$ cat src/rtl/prng_scheduler_pkg.sv
// Shared PRNG defines plus the scheduler package: widths, default refresh and an index-wrap helper.
`ifndef DATA_WIDTH
`define DATA_WIDTH 16
`endif
`ifndef PRNG_STATE_BITS
`define PRNG_STATE_BITS 32
`endif
`ifndef PRNG_REFRESH
`define PRNG_REFRESH `DATA_WIDTH
`endif

package prng_scheduler_pkg;

  localparam int unsigned DATA_WIDTH   = `DATA_WIDTH;
  localparam int unsigned PRNG_REFRESH = `PRNG_REFRESH;

  // Fold an index in [0, 2n-2] back into [0, n-1].
  function automatic int unsigned wrap_idx(input int unsigned i, input int unsigned n);
    return (i >= n) ? (i - n) : i;
  endfunction

endpackage

$ cat src/rtl/prng_scheduler_rr_pick.sv
// Combinational round-robin selector: first set request at or above ptr, wrapping to 0.
module rr_pick
  import prng_scheduler_pkg::*;
#(
  parameter int unsigned NUM_REQ = 4,
  parameter int unsigned PTR_W   = $clog2(NUM_REQ)
) (
  input  logic [NUM_REQ-1:0] req,
  input  logic [PTR_W-1:0]   ptr,
  output logic [NUM_REQ-1:0] grant_c,
  output logic [PTR_W-1:0]   g_c,
  output logic               any_c
);

  always_comb begin
    grant_c = '0;
    g_c     = '0;
    any_c   = 1'b0;
    for (int unsigned off = 0; off < NUM_REQ; off++) begin
      if (!any_c && req[PTR_W'(wrap_idx(32'(ptr) + off, NUM_REQ))]) begin
        any_c = 1'b1;
        g_c   = PTR_W'(wrap_idx(32'(ptr) + off, NUM_REQ));
        grant_c[PTR_W'(wrap_idx(32'(ptr) + off, NUM_REQ))] = 1'b1;
      end
    end
  end

endmodule

$ cat src/rtl/prng_scheduler.sv
// Hands one PRNG word per grant to NUM_REQ requesters, with a refresh gap between grants,
// and folds requester entropy back into the PRNG.
module prng_scheduler
  import prng_scheduler_pkg::*;
#(
  parameter int unsigned NUM_REQ        = 4,
  parameter int unsigned REFRESH_CYCLES = PRNG_REFRESH
) (
  input  logic                  clk,
  input  logic                  rst_n,
  input  logic [NUM_REQ-1:0]    req,
  input  logic [NUM_REQ-1:0]    ent,
  input  logic [DATA_WIDTH-1:0] prng_random,
  output logic                  prng_entropy,
  output logic [NUM_REQ-1:0]    ack,
  output logic [DATA_WIDTH-1:0] rdata,
  output logic                  ready
);

  localparam int unsigned PTR_W = $clog2(NUM_REQ);
  localparam int unsigned AGE_W = $clog2(REFRESH_CYCLES + 1);

  typedef enum logic {S_WAIT, S_READY} state_t;

  state_t                  state_q, state_d;
  logic [AGE_W-1:0]        age_q, age_d;
  logic [PTR_W-1:0]        ptr_q, ptr_d;
  logic [NUM_REQ-1:0]      ack_d;
  logic [DATA_WIDTH-1:0]   rdata_d;
  logic [NUM_REQ-1:0]      grant_c;
  logic [PTR_W-1:0]        g_c;
  logic                    any_c;

  rr_pick #(
    .NUM_REQ (NUM_REQ),
    .PTR_W   (PTR_W)
  ) u_rr_pick (
    .req     (req),
    .ptr     (ptr_q),
    .grant_c (grant_c),
    .g_c     (g_c),
    .any_c   (any_c)
  );

  // Next state: WAIT counts age up to the refresh length; READY grants one requester.
  always_comb begin
    state_d = state_q;
    age_d   = age_q;
    ptr_d   = ptr_q;
    ack_d   = '0;
    rdata_d = rdata;
    case (state_q)
      S_WAIT: begin
        age_d = age_q + AGE_W'(1);
        if (age_q == AGE_W'(REFRESH_CYCLES - 1)) state_d = S_READY;
      end
      S_READY: begin
        if (any_c) begin
          ack_d   = grant_c;
          rdata_d = prng_random;
          ptr_d   = PTR_W'(wrap_idx(32'(g_c) + 32'd1, NUM_REQ));
          age_d   = '0;
          state_d = S_WAIT;
        end
      end
      default: state_d = S_WAIT;
    endcase
  end

  always_ff @(posedge clk or negedge rst_n) begin
    if (!rst_n) begin
      state_q      <= S_WAIT;
      age_q        <= '0;
      ptr_q        <= '0;
      ack          <= '0;
      rdata        <= '0;
      ready        <= 1'b0;
      prng_entropy <= 1'b0;
    end else begin
      state_q      <= state_d;
      age_q        <= age_d;
      ptr_q        <= ptr_d;
      ack          <= ack_d;
      rdata        <= rdata_d;
      ready        <= (state_d == S_READY);
      prng_entropy <= ^ent;
    end
  end

endmodule

$ cat config.mk
export PLATFORM = sky130hd
export DESIGN_NAME = prng_scheduler
export DESIGN_NICKNAME = d
export VERILOG_FILES = /design/src/rtl/prng_scheduler_pkg.sv /design/src/rtl/prng_scheduler_rr_pick.sv /design/src/rtl/prng_scheduler.sv
export SDC_FILE = /design/constraint.sdc
export NUM_CORES = 1
export LEC_CHECK = 0
export ABC_AREA = 1
export CAP_MARGIN = 15
export CORE_AREA = 8 8 59 85
export CTS_CLUSTER_DIAMETER = 30
export DETAILED_ROUTE_END_ITERATION = 12
export DIE_AREA = 0 0 67 93
export PLACE_DENSITY = 0.76
export SYNTH_ARGS = -nofsm -noshare
export SYNTH_HDL_FRONTEND = slang
export SYNTH_SLANG_ARGS = --single-unit
$ cat constraint.sdc
create_clock -name clk -period 3.07 [get_ports clk]
set_clock_uncertainty 0.2 [all_clocks]
set_input_delay 0.7675 -clock clk [delete_from_list [all_inputs] [get_ports clk]]
set_output_delay 0.7675 -clock clk [all_outputs]
set_load 0.02 [all_outputs]
-- Yosys cells after proc, flatten, opt, wreduce, memory -nomap -nowiden
Index checks and enable logic that the tools add are counted.
- register bits: 29
- input port bits: 26
- output and inout port bits: 22
- add/sub/neg operators: 10
- magnitude comparators: 13
- equality and inequality tests: 2
- muxes and demuxes: 40
- bitwise gates (word level): 4
- reductions and logical operators: 12
- operators by type and width (cell ; count):
    $mux W4 ; 6
    $mux W2 ; 9
    $mux W1 ; 14
    $ge A3 B3 Y1 const B ; 4
    $lt A2 B3 Y1 const B ; 4
    $or A4 B4 Y4 ; 3
    $pmux W5 S2 ; 1
    $sub A2 B1 Y2 const B ; 5
    $bmux W1 S2 ; 4
    $demux W1 S2 ; 4
    $ge A2 B1 Y1 const B ; 4
    $logic_and A1 B1 Y1 ; 7
    $add A2 B1 Y3 const B ; 2
    $add A2 B2 Y3 const B ; 2
    $add A5 B1 Y5 const B ; 1
    $eq A5 B4 Y1 const B ; 1
    $mux W5 ; 1
    $reduce_xor A4 Y1 ; 1
    $ge A2 B3 Y1 const B ; 1
    $logic_not A1 Y1 ; 3
    $ne A2 B1 Y1 const B ; 1
    $pmux W1 S2 ; 1
    $reduce_and A2 Y1 ; 1
    $not A1 Y1 ; 1

-- Depth between registers and ports, before layout
- depth after elaboration: 17
- mapped depth: 13
- depth with buffers taken out: 12

-- Modules after synthesis
A second synthesis with hierarchy kept.
- cells, all modules: 222
- area, all modules: 1657.8 µm²
- modules (own cells, without submodules) (module ; instances ; cells an instance ; area an instance (µm²) ; sequential area each (µm²)):
    prng_scheduler ; 1 ; 148 ; 1217.4 ; 725.7
    rr_pick ; 1 ; 74 ; 440.4 ; 0.0

-- Worst setup path before layout
Ideal clock, no wire load.
- path kind: reg2reg
- start: reg ptr_q[0]
- end: reg rdata[1]
- library setup time: 0.116 ns
- arrival: 1.808 ns
- data required time: 2.754 ns
- path slack: 0.946 ns
- cell stages (with the launch flop): 13
- buffers on the path: 2
- period minus slack after synthesis: 2.124 ns
- cells stage by stage: dfrtp_1 > buf_6 > inv_6 > ha_1 > inv_1 > nand3_2 > nand2_4 > nand4_4 > nand2_4 > inv_4 > buf_6 > nand2_1 > nand2_1
- word-level cells in the longest chain between the ends: 15
- elaborated cells on any way between the ends: 34
- those cells by class: 7 x add/sub; 4 x order compare; 16 x mux; 7 x reduce/logical
- ends and longest elaborated chain (what ; RTL line ; RTL):
    from (decl) ; prng_scheduler.sv:27 ; logic [PTR_W-1:0] ptr_q, ptr_d;
    from (signal assigned) ; prng_scheduler.sv:82 ; ptr_q <= ptr_d;
    parallel branches: the longest is 13 deep, another holds $add A2 B1 Y3 ; -- ;
    $mux W1 * ; prng_scheduler_rr_pick.sv:20 ; if (!any_c && req[PTR_W'(wrap_idx(32'(ptr) + off, NUM_REQ))]) begin
    $reduce_and A2 Y1 (no line) * ; -- ;
    to (signal assigned) ; prng_scheduler.sv:84 ; rdata <= rdata_d;
    to (decl) ; prng_scheduler.sv:16 ; output logic [DATA_WIDTH-1:0] rdata,
Mark *: on every way between the ends. The select of a mux whose other input is x is not followed.
A chain may end at the register's enable or synchronous reset.

==> report_table.html <==
<table>
<tr><th>Metric</th><th>Value</th></tr>
<tr><th colspan="2">Timing</th></tr>
<tr><td>Setup repair after global routing missed its margin</td><td>false</td></tr>
<tr><td>Slew @ Worst Pin</td><td>0.364 ns</td></tr>
<tr><td>Final sum of negative setup slack</td><td>0 ns</td></tr>
<tr><td>Shortest clock period the worst path allows after layout</td><td>2.48 ns</td></tr>
<tr><td>Number of endpoints failing setup at the final stage</td><td>0</td></tr>
<tr><td>Maximum clock frequency</td><td>403 MHz</td></tr>
<tr><td>Number of slew-limit violations in the final report</td><td>0</td></tr>
<tr><td>Final period util</td><td>80.9%</td></tr>
<tr><td>Worst slew margin</td><td>75.8%</td></tr>
<tr><td>Final WS setup</td><td>0.588 ns</td></tr>
<tr><td>Endpoints failing hold</td><td>0</td></tr>
<tr><th colspan="2">Logic synthesis</th></tr>
<tr><td>Syn Nets</td><td>246</td></tr>
<tr><td>Top cells by instance count after synthesis</td><td>93 x nand2_1, 29 x dfrtp_1, 16 x inv_1, 11 x nor2_1, 9 x ha_1</td></tr>
<tr><td>Share of Yosys cell area claimed by the top area cell type</td><td>42.7%</td></tr>
<tr><td>Most area-consuming cells after synthesis</td><td>dfrtp_1 43%, nand2_1 21%, ha_1 6.6%</td></tr>
<tr><td>Yosys warning count</td><td>0</td></tr>
<tr><td>Count of different cell masters after synthesis</td><td>25</td></tr>
<tr><td>Sequential-to-total area share from yosys stat</td><td>42.7%</td></tr>
<tr><td>Share of synthesized registers carrying an async set or reset</td><td>100%</td></tr>
<tr><td>Main flop type after synthesis</td><td>dfrtp_1</td></tr>
<tr><td>Synthesized instance count</td><td>211</td></tr>
<tr><td>Number of register bits inferred by synthesis</td><td>29</td></tr>
<tr><td>Synthesized area</td><td>1700 um^2</td></tr>
<tr><td>Average size of a mapped cell</td><td>8.06 um^2</td></tr>
<tr><td>Number of enable-type register cells in the synthesized netlist</td><td>0</td></tr>
<tr><td>Leading cell type by number of instances after synthesis</td><td>nand2_1</td></tr>
<tr><td>Top cell type by total area after synthesis</td><td>dfrtp_1</td></tr>
<tr><th colspan="2">Worst setup path</th></tr>
<tr><td>Classification of the worst setup path</td><td>reg -&gt; out</td></tr>
<tr><td>Highest fanout seen on the critical path</td><td>10</td></tr>
<tr><td>Buffer and inverter count on the worst path</td><td>1</td></tr>
<tr><td>Chain of cells forming the critical path</td><td>clkdlybuf4s50_1</td></tr>
<tr><td>Worst Setup Start Kind</td><td>flop</td></tr>
<tr><td>CP peak stage delay</td><td>0.68 ns</td></tr>
<tr><td>CP required</td><td>2.10 ns</td></tr>
<tr><td>Crit path max-delay cell type</td><td>clkdlybuf4s50_1</td></tr>
<tr><td>Top Family by Delay on Critical Path</td><td>buffers and inverters</td></tr>
<tr><td>Arrival time at the worst endpoint</td><td>1.51 ns</td></tr>
<tr><td>CP Capture Type</td><td>primary output</td></tr>
<tr><th colspan="2">Pwr</th></tr>
<tr><td>Leakage power</td><td>0.00115 uW</td></tr>
<tr><td>Combinational share of power</td><td>60.6%</td></tr>
<tr><td>Fraction of power spent switching nets</td><td>46.6%</td></tr>
<tr><td>Proportion of power drawn by the clock network</td><td>12.6%</td></tr>
<tr><td>Ratio of total power to cell area</td><td>1080 nW/um^2</td></tr>
<tr><td>Net switching power</td><td>1150 uW</td></tr>
<tr><td>Reg power frac</td><td>26.8%</td></tr>
<tr><td>VDD IR-drop max</td><td>0.644 mV</td></tr>
<tr><td>Int Pwr</td><td>1320 uW</td></tr>
<tr><th colspan="2">CTS</th></tr>
<tr><td>Total number of H-tree levels</td><td>2</td></tr>
<tr><td>Clock Root Buffer</td><td>clkbuf_8</td></tr>
<tr><td>Post-CTS clock slew at the launch and capture registers of the worst setup and hold paths</td><td>0.06 ns</td></tr>
<tr><td>Count of instances resized after the clock tree is built</td><td>0</td></tr>
<tr><td>Clock network latency to the later pin of the worst-skew pair</td><td>0.27 ns</td></tr>
<tr><td>CTS tree</td><td>yes</td></tr>
<tr><td>CTS Sinks</td><td>29</td></tr>
<tr><td>Hold-fix buffers, CTS</td><td>0</td></tr>
<tr><td>CTS Buf Count</td><td>5</td></tr>
<tr><td>Post-CTS repair timing setup buffer count</td><td>0</td></tr>
<tr><td>Maximum buffer depth of the clock tree</td><td>2</td></tr>
<tr><th colspan="2">Drt</th></tr>
<tr><td>DRC viols</td><td>0</td></tr>
<tr><td>DRC marker count from the first detailed-route iteration</td><td>76</td></tr>
<tr><td>Met1 wire length</td><td>1390 um</td></tr>
<tr><td>Highest metal layer used by the detailed router</td><td>met4</td></tr>
<tr><td>Detailed route wirelength on metal3</td><td>235 um</td></tr>
<tr><td>Antenna Violating Nets Remaining</td><td>0</td></tr>
<tr><td>Final Routed Wirelength</td><td>3940 um</td></tr>
<tr><td>Number of vias per cell</td><td>4.86</td></tr>
<tr><td>Total length of routed met2 wires</td><td>2210 um</td></tr>
<tr><td>Overall via count from detail_route</td><td>1497</td></tr>
<tr><td>Initial DRT Pass Iterations</td><td>4</td></tr>
<tr><td>DR WL/cell</td><td>12.8 um</td></tr>
<tr><th colspan="2">Floorplanning</th></tr>
<tr><td>Full die area</td><td>6230 um^2</td></tr>
<tr><td>Horiz. Die Dim</td><td>67 um</td></tr>
<tr><td>Boundary Pins</td><td>48</td></tr>
<tr><td>Core ar.</td><td>3850 um^2</td></tr>
<tr><td>Height of the die</td><td>93 um</td></tr>
<tr><td>Starting Density</td><td>44.1%</td></tr>
<tr><td>Num rows</td><td>28</td></tr>
<tr><th colspan="2">GRT</th></tr>
<tr><td>Pin count of the biggest net entering global routing</td><td>30</td></tr>
<tr><td>Aggregate global routing overflow</td><td>0</td></tr>
<tr><td>Global routing usage summed across all routing layers</td><td>13.4%</td></tr>
<tr><td>Number of antenna violations at the first check in global routing</td><td>0</td></tr>
<tr><td>Number of global-route vias before repair</td><td>1479</td></tr>
<tr><td>First-pass GRT wire length</td><td>6620 um</td></tr>
<tr><th colspan="2">Placement</th></tr>
<tr><td>Post-Place Setup Slack</td><td>0.461 ns</td></tr>
<tr><td>Buffers on Ports</td><td>47</td></tr>
<tr><td>Final HPWL from detailed placement</td><td>3090 um</td></tr>
<tr><td>Routability-driven placement congestion ratio</td><td>0.839</td></tr>
<tr><td>Cells after DPL</td><td>301</td></tr>
<tr><th colspan="2">Flow run</th></tr>
<tr><td>Max-cap viol count</td><td>0</td></tr>
<tr><th colspan="2">Layout</th></tr>
<tr><td>Fin cells</td><td>308</td></tr>
<tr><td>Number of nets in the final layout</td><td>298</td></tr>
<tr><td>Antenna Cells</td><td>0</td></tr>
<tr><td>Layout cell share with drive strength beyond 1</td><td>12.2%</td></tr>
<tr><td>Layout overhead on the synthesized area</td><td>34.7%</td></tr>
<tr><th colspan="2">Min path</th></tr>
<tr><td>Hold crit path type</td><td>reg -&gt; reg</td></tr>
<tr><th colspan="2">Run status</th></tr>
<tr><td>Result of the run</td><td>complete, no violations</td></tr>
</table>
## cell usage in the layout (no fill, tap or decap)
cell,count
nor2_1,11
nor2_4,1
xnor2_1,2
a21oi_1,4
inv_6,1
nand4_1,5
inv_4,2
o21ai_2,1
nand2_1,93
clkbuf_8,6
nand2_2,6
nand4_4,2
buf_4,3
nand3_2,4
clkbuf_1,1
a22o_1,1
ha_1,9
o21ai_0,5
xor2_1,1
nand2_4,4
a21oi_2,1
inv_1,16
dfrtp_1,29
inv_2,1
nand3_1,7
clkdlybuf4s50_1,47
## state kept, by name, indices dropped and copies added (netlist names)
signal        count
ack               4
state_q           1
rdata            16
prng_entropy      1
ptr_q             2
age_q             5
## power by group through the flow
stage / registers [uW] / clock network (uW) / logic [uW]
2_1_floorplan: 804 / 0 / 919
3_3_place_gp: 670 / 0 / 1480
3_5_place_dp: 670 / 0 / 1510
4_1_cts: 665 / 316 / 1520
5_1_grt: 695 / 338 / 1660
6_report: 663 / 310 / 1500
## cell families after synthesis
group                    Yosys count  share of synthesized area, %
AND/OR/NAND/NOR                  133                          37.2
flip-flops                        29                          42.7
buffers and inverters             25                          7.73
AO/OA/AOI/OAI                     12                          4.19
adder cells (fa/ha/maj)            9                          6.62
XOR/XNOR                           3                          1.55
## worst paths after layout
path | start | end | slack, ns | depth (start not counted)
hold reg to reg | rdata[14] | rdata[14] | 0.28 | 2
setup / recovery | state_q | ready | 0.59 | 1
max in group asynchronous | rst_n | ack[1] | 1.73 | 2
setup reg to reg | ptr_q[0] | rdata[11] | 0.81 | 10
hold / removal | rdata[14] | rdata[14] | 0.28 | 2
min in group asynchronous | rst_n | age_q[0] | 0.67 | 2
## metal layers
metal / up-vias / global-route usage [%]
li1: 762 / -
met1: 695 / 13.0
met2: 32 / 24.3
met3: 8 / 3.71
met4: 0 / 7.36
met5: - / 0
## worst min-delay path, cell delays in order (launching register included)
cell     delay, ns
dfrtp_1       0.34
nand2_1       0.05
nand2_1       0.05
## per-stage QoR
step | power (uW) | instance area [um^2] | hold slack (ns) | util [%]
2_1_floorplan | 1720 | 1700 | 0.253 | -
3_3_place_gp | 2150 | 2200 | 0.262 | 57.2
6_report | 2470 | 2290 | 0.281 | 59.4
5_1_grt | 2690 | 2290 | 0.311 | 59.4
3_5_place_dp | 2180 | 2200 | 0.268 | 57.2
4_1_cts | 2500 | 2290 | 0.283 | 59.4
## layout make-up
class                           count  area (um^2)
Clock buffer                        7         86.3
Inverter                           20         85.1
Sequential cell                    29          726
Multi-Input combinational cell    157          843
Fill cell                         363         1560
Timing Repair Buffer               50          493
Tap cell                           45         56.3
(Power assumes the default switching activity.)
